`config.mk`:
```
export PLATFORM = sky130hd
export DESIGN_NAME = game_flow_ctrl
export DESIGN_NICKNAME = d
export VERILOG_FILES = /design/src/rtl/game_flow_pkg.sv /design/src/rtl/game_flow_ctrl_banner_timer.sv /design/src/rtl/game_flow_ctrl.sv
export SDC_FILE = /design/constraint.sdc
export NUM_CORES = 1
export LEC_CHECK = 0
export CAP_MARGIN = 20
export CELL_PAD_IN_SITES_DETAIL_PLACEMENT = 1
export CELL_PAD_IN_SITES_GLOBAL_PLACEMENT = 1
export CORE_UTILIZATION = 40
export DETAILED_ROUTE_END_ITERATION = 10
export HOLD_SLACK_MARGIN = 0.1
export PLACE_DENSITY = 0.81
export REMOVE_ABC_BUFFERS = 1
export SLEW_MARGIN = 20
export SYNTH_ARGS = -nofsm -noshare
export SYNTH_HDL_FRONTEND = slang
export SYNTH_HIERARCHICAL = 1
export SYNTH_SLANG_ARGS = --single-unit
```
`constraint.sdc`:
```
create_clock -name clk -period 2.6 [get_ports clk]
set_input_delay 0.52 -clock clk [delete_from_list [all_inputs] [get_ports clk]]
set_output_delay 0.52 -clock clk [all_outputs]
set_load 0.01 [all_outputs]
```
`src/rtl/game_flow_pkg.sv`:
```
// Shared encodings for the game-flow controller: game_status codes, player_status
// codes and the FSM state type whose values are the game_status codes themselves.
package game_flow_pkg;

  localparam logic [2:0] ST_START     = 3'd0;
  localparam logic [2:0] ST_PLAYING   = 3'd1;
  localparam logic [2:0] ST_LEVEL_INC = 3'd2;
  localparam logic [2:0] ST_WORLD_INC = 3'd3;
  localparam logic [2:0] ST_LIFE_LOST = 3'd4;
  localparam logic [2:0] ST_LOSE      = 3'd5;
  localparam logic [2:0] ST_WIN       = 3'd6;

  localparam logic [1:0] PS_PLAYING = 2'd0;
  localparam logic [1:0] PS_PASS    = 2'd1;
  localparam logic [1:0] PS_DIED    = 2'd2;

  typedef enum logic [2:0] {
    S_START     = ST_START,
    S_PLAYING   = ST_PLAYING,
    S_LEVEL_INC = ST_LEVEL_INC,
    S_WORLD_INC = ST_WORLD_INC,
    S_LIFE_LOST = ST_LIFE_LOST,
    S_LOSE      = ST_LOSE,
    S_WIN       = ST_WIN
  } state_e;

  function automatic logic isBanner(input state_e s);
    return (s == S_LEVEL_INC) || (s == S_WORLD_INC) || (s == S_LIFE_LOST);
  endfunction

endpackage

```
`src/rtl/game_flow_ctrl_banner_timer.sv`:
```
// Banner hold timer: counts from 0 up to BANNER_CYCLES-1 while enabled and then
// holds there, so done stays high until the owner clears it.
module banner_timer #(
  parameter int BANNER_CYCLES = 100000000
) (
  input  logic clk,
  input  logic rst,
  input  logic clear,
  input  logic enable,
  output logic done
);

  localparam int CNT_W = $clog2(BANNER_CYCLES);
  localparam logic [CNT_W-1:0] LAST = CNT_W'(BANNER_CYCLES - 1);

  logic [CNT_W-1:0] cnt;

  always_ff @(posedge clk or negedge rst) begin
    if (!rst)                  cnt <= '0;
    else if (clear)            cnt <= '0;
    else if (enable && !done)  cnt <= cnt + CNT_W'(1);
  end

  assign done = (cnt == LAST);

endmodule

```
`src/rtl/game_flow_ctrl.sv`:
```
// Game-flow sequencer: start, play, level/world advance, life loss, lose and win.
// Define EXTRA_LIFE_EN to award a saturating extra life on every world advance.
module game_flow_ctrl
  import game_flow_pkg::*;
#(
  parameter int NUM_WORLDS       = 4,
  parameter int LEVELS_PER_WORLD = 6,
  parameter int START_LIVES      = 3,
  parameter int MAX_LIVES        = 9,
  parameter int BANNER_CYCLES    = 100000000,
  parameter int WORLD_W          = 2,
  parameter int LEVEL_W          = 3,
  parameter int LIVES_W          = 4
) (
  input  logic               clk,
  input  logic               rst,
  input  logic               start_btn,
  input  logic [1:0]         player_status,
  output logic [2:0]         game_status,
  output logic [WORLD_W-1:0] world,
  output logic [LEVEL_W-1:0] level,
  output logic [LIVES_W-1:0] lives,
  output logic               level_load,
  output logic               banner_active
);

  localparam logic [WORLD_W-1:0] LAST_WORLD = WORLD_W'(NUM_WORLDS - 1);
  localparam logic [LEVEL_W-1:0] LAST_LEVEL = LEVEL_W'(LEVELS_PER_WORLD - 1);
  localparam logic [LIVES_W-1:0] LIVES_INIT = LIVES_W'(START_LIVES);
  localparam logic [LIVES_W-1:0] LIVES_CAP  = LIVES_W'(MAX_LIVES);

  state_e             state, nextState;
  logic [WORLD_W-1:0] worldNext;
  logic [LEVEL_W-1:0] levelNext;
  logic [LIVES_W-1:0] livesNext;
  logic               startPrev, startRise, bannerDone, inBanner;

  assign startRise = start_btn & ~startPrev;
  assign inBanner  = isBanner(state);

  // Timer is held cleared outside banner states, so every banner entry starts at 0.
  banner_timer #(.BANNER_CYCLES(BANNER_CYCLES)) uTimer (
    .clk    (clk),
    .rst    (rst),
    .clear  (!inBanner),
    .enable (inBanner),
    .done   (bannerDone)
  );

  always_ff @(posedge clk or negedge rst) begin
    if (!rst) begin
      state      <= S_START;
      world      <= '0;
      level      <= '0;
      lives      <= LIVES_INIT;
      level_load <= 1'b0;
      startPrev  <= 1'b0;
    end else begin
      state      <= nextState;
      world      <= worldNext;
      level      <= levelNext;
      lives      <= livesNext;
      level_load <= (nextState == S_PLAYING) && (state != S_PLAYING);
      startPrev  <= start_btn;
    end
  end

  always_comb begin
    nextState = state;
    worldNext = world;
    levelNext = level;
    livesNext = lives;
    case (state)
      S_START: begin
        if (startRise) begin
          nextState = S_PLAYING;
          worldNext = '0;
          levelNext = '0;
          livesNext = LIVES_INIT;
        end
      end
      S_PLAYING: begin
        case (player_status)
          PS_PASS: begin
            if (level != LAST_LEVEL) begin
              nextState = S_LEVEL_INC;
              levelNext = level + LEVEL_W'(1);
            end else if (world == LAST_WORLD) begin
              nextState = S_WIN;
            end else begin
              nextState = S_WORLD_INC;
              worldNext = world + WORLD_W'(1);
              levelNext = '0;
`ifdef EXTRA_LIFE_EN
              if (lives < LIVES_CAP) livesNext = lives + LIVES_W'(1);
`else
              livesNext = lives;
`endif
            end
          end
          PS_DIED: begin
            // <=1 rather than ==1 keeps the counter from ever underflowing.
            if (lives <= LIVES_W'(1)) begin
              nextState = S_LOSE;
              livesNext = '0;
            end else begin
              nextState = S_LIFE_LOST;
              livesNext = lives - LIVES_W'(1);
            end
          end
          default: ;
        endcase
      end
      S_LEVEL_INC, S_WORLD_INC, S_LIFE_LOST: begin
        // Wait for downstream to drop its status flag before resuming play.
        if (bannerDone && (player_status == PS_PLAYING)) nextState = S_PLAYING;
      end
      S_LOSE, S_WIN: begin
        if (startRise) nextState = S_START;
      end
      default: nextState = S_START;
    endcase
  end

  assign game_status   = state;
  assign banner_active = inBanner;

endmodule

```
[Word level (Yosys, flattened, before mapping)]
Index checks and enable logic that the tools add are counted.
Operators by class
  add/subtract/negate cells: 4
  $mul: 0
  div/mod/pow operators: 0
  order comparisons: 1
  equal/unequal tests: 20
  shifts and indexed selects: 0
  multiplexer cells: 24
  bitwise operators: 2
  reduce and logical (&&, ||, !) cells: 14
Operator list (count)
  27-bit two-way mux: 2
  27-bit by 1-bit adder with 27-bit output (second input constant): 1
  27-bit == test (second input constant): 1
  3-bit two-way mux: 9
  4-bit two-way mux: 3
  3-bit one-hot mux with 2 select lines: 2
  3-bit one-hot mux with 4 select lines: 1
  2-bit inequality test (second input constant): 5
  3-bit == test (second input constant): 3
  2-bit two-way mux: 4
  4-bit one-hot mux with 2 select lines: 1
  3-bit by 1-bit == test with 1-bit output (second input constant): 2
  3-bit by 2-bit == test with 1-bit output (second input constant): 2
  3-bit inequality test (second input constant): 2
  5-bit AND reduction: 1
  2-bit == test (second input constant): 2
  4-bit by 1-bit <= comparator with 1-bit output (second input constant): 1
  2-bit one-hot mux with 2 select lines: 1
  4-bit AND reduction: 1
  4-bit by 1-bit subtractor with 4-bit output (second input constant): 1
  3-bit by 1-bit adder with 3-bit output (second input constant): 1
  1-bit logical AND: 3
  3-bit zero test: 1
  3-bit by 1-bit inequality test with 1-bit output (second input constant): 1
  13 further kinds: 14
Storage, ports and cells
  bits in registers: 41
  latch bits: 0
  RAM bits: 0
  bits in read-only memories: 0
  input bits: 5
  output and inout bits: 14
  memories: 0

[Longest topological paths before layout]
  word-level depth: 7
  gate-level depth with buffers: 10
  mapped depth without buffers: 8

[By module]
Netlist, hierarchy kept.
Modules (own cells, without submodules)
  banner_timer: times used 1, cells an instance 167, area each 1575.3 um2
  game_flow_ctrl: times used 1, cells an instance 90, area each 910.9 um2

[Worst setup path after synthesis]
Ideal clock, no wire load.
  kind: reg2reg
  start point: register state[1] (netlist: game_status[1])
  end point: register uTimer.cnt[20]
  library setup time: 128 ps
  arrival time: 2205 ps
  required time: 2472 ps
  path slack: 267 ps
  cell stages (with the launch flop): 9
  buffers on the path: 2
  path through: dfrtp_1 -> clkbuf_1 -> nor2_1 -> mux2i_1 -> inv_1 -> clkbuf_1 -> o31ai_4 -> nor4_1 -> mux2_1
On the way
  cells in the longest elaborated chain, start to end: 5
  elaborated cells on any way between the ends: 8
RTL lines
  start: declaration: RTL line game_flow_ctrl.sv:32  | state_e state, nextState;
  start signal: assignment: RTL line game_flow_ctrl.sv:59  | state <= nextState;
  3-bit by 2-bit == test with 1-bit output: RTL line game_flow_pkg.sv:28  | return (s == S_LEVEL_INC) || (s == S_WORLD_INC) || (s == S_LIFE_LOST);
  1-bit logical OR: RTL line game_flow_pkg.sv:28
  1-bit logical OR (*): RTL line game_flow_pkg.sv:28
  named net banner_active: RTL line game_flow_ctrl.sv:24  | output logic banner_active
  1-bit logical AND: RTL line game_flow_ctrl_banner_timer.sv:21  | else if (enable && !done) cnt <= cnt + CNT_W'(1);
  2-bit inequality test (no line)
  end signal: assignment: RTL line game_flow_ctrl_banner_timer.sv:21
  end: declaration: RTL line game_flow_ctrl_banner_timer.sv:16  | logic [CNT_W-1:0] cnt;
The timed path passes the listed nets; every way through them passes the cells marked *.
A chain may end at the register's enable or synchronous reset.

[Final worst setup path]
  start point: register state[1] (netlist: game_status[1])
  end point: output banner_active
On the way
  cells in the longest elaborated chain, start to end: 3
  elaborated cells on any way between the ends: 5
RTL lines (RTL line)
  3-bit by 2-bit == test with 1-bit output: game_flow_pkg.sv:28
  1-bit logical OR: game_flow_pkg.sv:28
  1-bit logical OR (*): game_flow_pkg.sv:28
  end: declaration: game_flow_ctrl.sv:24
Mark *: on every way between the ends. The rest lies on a longest branch, timed or not.

==> summary.txt <==
Status
  – Status: finished clean

Worst setup path
  – Critical path origin: game_status[1]$_DFF_PN0_
  – Worst-path fanout max: 15
  – Worst R2R Start: uTimer/cnt[19]$_DFFE_PN0P_
  – Critical Path Source Type: flop
  – Required time of the critical path: ~2100 ps
  – Critical path type: flop to primary output
  – RR Endpoint: level_load$_DFF_PN0_
  – CP arrival: about 1800 ps
  – R2R setup slack: about 440 ps
  – Crit. End Element: primary output
  – Reg2Reg Depth: 7

Routing
  – WL final: about 6.1 mm
  – Drt via density: about 5.8
  – Post-route ant nets: 0
  – DRC Markers: 0
  – Detailed Routing Iterations Pass 1: 4
  – Number of DRC markers in iteration 0: around 140
  – Routed WL per cell: between 15 and 20 µm
  – Routed via count: roughly 2,100

Floorplanning
  – Die Span X: 80.84 µm
  – Die height: 80.84 µm
  – # rows: 28
  – Initial core utilization: 41.74%
  – Io pins: 19
  – Core Region: roughly 6000 µm²
  – Full die area: about 6500 µm²

STA
  – RSZ-0062 raised after global routing: false
  – Fmax: ~430 MHz
  – Final hold vios: 0
  – Final worst slack: between 200 and 300 ps
  – Measured slew at the worst slew-check pin: ~920 ps
  – Final worst path period share: roughly nine tenths
  – Relative slew slack: 38.51%
  – Slew Viols, Final: 0
  – Fin crit period: 2338 ps
  – Final setup viols: 0
  – Worst Skew: between 9 and 10 ps

Hold path
  – Hold Path Class: primary input to async pin

Synth
  – Most common flop cell mapped by yosys: dfrtp_1
  – Post-Syn Area: 2486 µm²
  – Post-Syn Instances: 257
  – FFs w/ async S/R, synth: 100.0%
  – Share of the synthesized area in the top cell type: about two fifths
  – Distinct cell type count after synthesis: around 60
  – Sequential area share after synthesis: between 40 and 50%
  – Area leader, netlist: dfrtp_1
  – EDFF count, synth: 0
  – Avg Synthesized Cell Area: about 9.7 µm²
  – Top area cells in the synthesized netlist: dfrtp_1 (39%), xor2_1 (4.2%), nor2_1 (3.9%)
  – Synth Warn #: 6
  – Register bit total from synthesis: 41

CTS
  – PostCTS Resize Cnt: 0
  – TritonCTS buffer count: 5
  – H-tree depth: 2
  – Clk Latency, worst-skew pair: 290 ps
  – Sink Count: ~40
  – CTS tree: built
  – Clock-pin slew on the worst setup and hold paths: about 80 ps
  – CTS max path bufs: 2
  – Setup Buffers After CTS: 0
  – CTS Hold Buffers Added: 0
  – Root buf cell: clkbuf_8

Global route
  – Number of global-route vias before repair: around 2,100
  – Antenna violations before repair: 0
  – First-pass GRT wire length: 10.35 mm
  – Total gr overflow: 0
  – Largest net degree at the start of global routing: 41
  – Total track usage: between 20% and 30%

Cells and area
  – Area growth, synth to finish: 17.06%
  – Most frequent cells in the layout: dfrtp_1 (39), nor2_1 (26), nand2_1 (17), clkdlybuf4s50_1 (17)
  – Share of layout cells above drive strength 1: 13.03%
  – Fin nets: around 300
  – Cell area after layout: a little under 3000 µm²
  – Fin util: a little under 50%
  – Antenna diode count: 0
  – Most common cell after layout, fill and taps aside: dfrtp_1

Placed design
  – Cell Area, Placed: ~2800 µm²
  – Port buffer count: 18
  – Post-DP HPWL: 4.158 mm
  – DP Worst Slack: roughly 320 ps
  – GPL Wtd Cong: roughly 0.8

Flow run
  – Max-Cap Viols: 0

Power and ir drop
  – Leakage Power: around 1.2 nW
  – Maximum VDD drop: roughly 0.00045 V
  – PD cells: 752.4 nW/µm²
## sequential cells by signal (all words and copies together), names as in the netlist
name	count
game_status	3
level	3
level_load	1
lives	4
startPrev	1
uTimer/cnt	27
world	2
## per-stage QoR
step / hold WS (ps) / TNS (ps) / total power, W / instances
2_1_floorplan: 224.4 / -14600 / 0.001267 / 248
3_3_place_gp: 514.3 / 0 / 0.001640 / 351
3_5_place_dp: 544.5 / 0 / 0.001660 / 351
4_1_cts: 393.3 / 0 / 0.002211 / 359
5_1_grt: 437.0 / 0 / 0.002321 / 359
6_report: 349.9 / 0 / 0.002190 / 359
## cell type report
class / count / area [µm²]
Fill cell: 699 / 3045
Clock inverter: 1 / 30.03
Tap cell: 75 / 93.84
Timing Repair Buffer: 28 / 250.2
Multi-Input combinational cell: 199 / 1391
Sequential cell: 41 / 1028
Inverter: 8 / 30.03
Clock buffer: 7 / 86.33
## synthesized netlist by cell type, drive strengths merged, types with 2 or more instances
cell and number:
nor3b 4, o21ai 7, and3b 2, and3 4, nor2b 5, inv 8, xnor2 2, mux2i 2
nand3b 3, dfstp 2, nand3 12, nor3 12, ha 7, nor2 26, a32o 2, a31oi 2
clkbuf 5, a211o 2, nand2 17, dfrtp 39, nor4 8, or3 4, o31ai 9, mux2 3
buf 4, xor2 12, or2 2, nand2b 4, or4 7, and4 2, nand4b 2, nand4 9
a21oi 11
## where the power goes
group          total [W]  switching [W]  internal, W
registers       0.000788      0.0000717     0.000716
logic           0.000868       0.000504     0.000363
clock network   0.000534       0.000221     0.000313
total            0.00219       0.000797      0.00139
## metal layers
layer / wire [µm] / up-vias / GRT usage, %
li1: - / 1003 / -
met1: 3005 / 1039 / 28.17
met2: 2928 / 21 / 33.45
met3: 99 / 4 / 3.034
met4: 57 / 0 / 5.536
met5: 0 / - / 0
## worst max-delay path: stages, from the launching register on
cell and delay, ps:
dfrtp_1 370, buf_4 220, mux2i_2 110, inv_1 230, clkdlybuf4s50_1 590
## kinds of logic after synthesis
kind of cell | share of synthesized area (%)
multiplexers | 2.164
buffers and inverters | 2.818
AND/OR/NAND/NOR | 31.66
adder cells (fa/ha/maj) | 3.523
XOR/XNOR | 4.932
AO/OA/AOI/OAI | 13.54
flip-flops | 41.37
## how the worst max path moves through the flow
stage / end / depth (start not counted)
2_1_floorplan: uTimer/cnt[23]$_DFFE_PN0P_ / 8
3_3_place_gp: level_load$_DFF_PN0_ / 7
3_5_place_dp: level_load$_DFF_PN0_ / 7
4_1_cts: banner_active / 4
5_1_grt: banner_active / 4
6_report: banner_active / 4
Note: power is estimated with default switching activity, not from simulation.
==> RTL edit (same flow settings) <==
Add an input register stage for `start_btn` and `player_status`, with the module's reset; this delays them by one clock.
--- a/src/rtl/game_flow_ctrl.sv
+++ b/src/rtl/game_flow_ctrl.sv
@@ -29,13 +29,26 @@
   localparam logic [LIVES_W-1:0] LIVES_INIT = LIVES_W'(START_LIVES);
   localparam logic [LIVES_W-1:0] LIVES_CAP  = LIVES_W'(MAX_LIVES);
 
+  logic start_btn_q;
+  logic [1:0] player_status_q;
+
+  always_ff @(posedge clk or negedge rst) begin
+    if (!rst) begin
+      start_btn_q     <= '0;
+      player_status_q <= '0;
+    end else begin
+      start_btn_q     <= start_btn;
+      player_status_q <= player_status;
+    end
+  end
+
   state_e             state, nextState;
   logic [WORLD_W-1:0] worldNext;
   logic [LEVEL_W-1:0] levelNext;
   logic [LIVES_W-1:0] livesNext;
   logic               startPrev, startRise, bannerDone, inBanner;
 
-  assign startRise = start_btn & ~startPrev;
+  assign startRise = start_btn_q & ~startPrev;
   assign inBanner  = isBanner(state);
 
   // Timer is held cleared outside banner states, so every banner entry starts at 0.
@@ -61,7 +74,7 @@
       level      <= levelNext;
       lives      <= livesNext;
       level_load <= (nextState == S_PLAYING) && (state != S_PLAYING);
-      startPrev  <= start_btn;
+      startPrev  <= start_btn_q;
     end
   end
 
@@ -80,7 +93,7 @@
         end
       end
       S_PLAYING: begin
-        case (player_status)
+        case (player_status_q)
           PS_PASS: begin
             if (level != LAST_LEVEL) begin
               nextState = S_LEVEL_INC;
@@ -113,7 +126,7 @@
       end
       S_LEVEL_INC, S_WORLD_INC, S_LIFE_LOST: begin
         // Wait for downstream to drop its status flag before resuming play.
-        if (bannerDone && (player_status == PS_PLAYING)) nextState = S_PLAYING;
+        if (bannerDone && (player_status_q == PS_PLAYING)) nextState = S_PLAYING;
       end
       S_LOSE, S_WIN: begin
         if (startRise) nextState = S_START;
Function: changed (a bounded check fails within 4 cycles, from zero or initial values and one cycle with rst low).
==> RTL edit against the unedited design <==
  * Sequential power grew 3.9%
  * Sequential cell count rose by 3
  * Total power decreased by 1.1%
  * Die area is 3.4% higher
  * Clock power is 8.2% higher
  * Synthesized area grew 3.5%
  * Clock skew is 0.0023 ns lower
  * Non-clock buffer count is 1 lower
  * Utilization increased by 0.37 points
  * Wire length rose by 2.5%
  * Cell area is 2.5% higher
  * Setup slack worse by 0.070 ns
  * Count of clock-buffer cells in the layout is the same
  * Critical path type unchanged
==> RTL edit: results (changes against the unedited design) <==
Status
The flow ran to the end, and the final reports show no timing, DRC or antenna violations.

Synthesis
The async set-reset flop share out of synthesis came to 100.0% (unchanged). Ranked by instance count, the synthesized netlist is headed by sky130_fd_sc_hd__dfrtp_1 (42), sky130_fd_sc_hd__nor2_1 (25), sky130_fd_sc_hd__nand2_1 (23). The distinct cell type count after synthesis came to 62 (+1.6%). The post-synthesis cell area is 0.002574 sq mm (+3.5%). The proportion of synthesized chip area in sequential cells came to 42.88% (+1.5 points). Yosys attributes the largest share of cell area to sky130_fd_sc_hd__dfrtp_1 (41%), sky130_fd_sc_hd__xor2_1 (3.7%), sky130_fd_sc_hd__nor2_1 (3.6%).

Global routing
The wire length of the first global-routing pass is 10560 um (+2.0%). The pin count of the biggest net entering global routing is 31 (-24%). The via count of the first global-routing pass is 2203 (+4.4%). The all-layer global routing usage is 20.78% (+0.29 points).

Timing
The smallest hold slack came to 0.1872 ns (-0.1627 ns). The actual transition at the worst max-transition pin is 0.5252 ns (-0.3970 ns). The final clock skew came to 0.007101 ns (-0.002286 ns).

Clocking
The maximum buffer depth of the clock tree is 2 (unchanged). The number of clock buffers inserted by TritonCTS is 5 (unchanged). The CTS H-tree depth is 2 (unchanged). The post-CTS setup buffer count came to 0 (unchanged). For the worst-skew pair, the clock arrives at the later sink with an insertion delay of 0.30 ns.

Placement
The estimated wirelength of the detail-placed design is 4533 um (+9.0%). The global placement routability congestion is 0.7658 (-4.3%). The post-placement cell area came to 0.002858 sq mm (+2.3%).

Pwr
The worst-case vdd ir drop is 0.4062 mV (-9.0%). The static power due to leakage was 0.001244 uW (+3.5%).

Critical path
The critical path arrival is 1.89 ns (+0.07 ns). The largest fanout on the critical path is 11 (-4). The worst register-to-register path has a setup slack of 0.43 ns.

The highest-delay cell along the critical path is sky130_fd_sc_hd__clkdlybuf4s50_1.

Drt
The total wirelength of the detailed-routed design is 6241 um (+2.5%). The total number of vias is 2157 (+4.4%). The number of design-rule violations left by the first detailed-router iteration is 89 (-38%). The remaining design rule violation count was 0 (unchanged).

Layout
The fraction of final layout cells sized beyond drive strength 1 is 12.59% (-0.44 points). The net total in the final layout came to 305 (+3.4%). The diode insertion count for antenna repair is 0 (unchanged).

Worst hold path
The worst hold path belongs to the class primary input to async pin.
-- RTL edit: cell count changes in the layout (fill, tap and decap cells not counted), sizes merged, moves of 2 or more --
cell / unedited run / this run
o31ai: 9 / 6
nand2: 17 / 23
nor4: 8 / 6
dfrtp: 39 / 42
mux2i: 2 / 4
nor3: 12 / 10
nand3: 12 / 15
o21ai: 7 / 15
nand3b: 3 / 1
a32o: 2 / 0
-- RTL edit: area by class of cell --
class	instances	area, sq um
Fill cell	690	3077
Clock inverter	1	30.03
Multi-Input combinational cell	206	1384
Clock buffer	7	96.34
Inverter	9	33.78
Timing Repair Buffer	27	242.7
Tap cell	75	93.84
Sequential cell	44	1104
-- RTL edit: worst max-delay path: cells and delay by family, from the launching register on --
kind,cells,cell delay [ns]
multiplexers,1,0.11
AND/OR/NAND/NOR,1,0.21
flip-flops,1,0.51
buffers and inverters,2,0.76
-- RTL edit: stage by stage --
stage | cells | TNS [ns] | setup slack [ns]
floorplan | 259 | -14.44 | -0.6253
global route | 369 | 0 | 0.1177
finish | 369 | 0 | 0.1919
CTS | 369 | 0 | 0.1767
global placement | 361 | 0 | 0.5139
detailed placement | 361 | 0 | 0.4353
-- RTL edit: worst paths after layout --
path	from	to	cells after the start
worst max-delay path	game_status[0]$_DFF_PN0_	banner_active	4
worst min-delay path	rst	uTimer/cnt[1]$_DFFE_PN0P_	1
worst max register to register	game_status[0]$_DFF_PN0_	uTimer/cnt[20]$_DFFE_PN0P_	7
worst min register to register	start_btn_q$_DFF_PN0_	startPrev$_DFF_PN0_	0
max in group asynchronous	rst	game_status[2]$_DFF_PN0_	2
min in group clk	start_btn_q$_DFF_PN0_	startPrev$_DFF_PN0_	0
-- RTL edit: where the power goes --
part | leakage (uW) | total, uW | switching (uW) | internal, uW
Combinational | 0.000585 | 767 | 448 | 319
Clock | 0.0000645 | 578 | 239 | 339
Sequential | 0.000594 | 819 | 70.6 | 749
Total | 0.00124 | 2170 | 758 | 1410
-- RTL edit: logic make-up after synthesis --
| family | share of synthesized area, % |
|---|---|
| mux | 3.306 |
| compound gates | 12.84 |
| xor+xnor | 4.424 |
| flops | 42.88 |
| fa+ha+maj | 3.403 |
| buf+inv | 3.500 |
| simple gates | 29.66 |
-- RTL edit: routing by layer --
metal	global-route usage [%]	vias up	part of all wire [%]
met4	6.316	0	1.3
li1	-	1030	-
met3	3.626	7	2.1
met2	35.62	23	49
met1	26.57	1097	47
met5	0	-	0
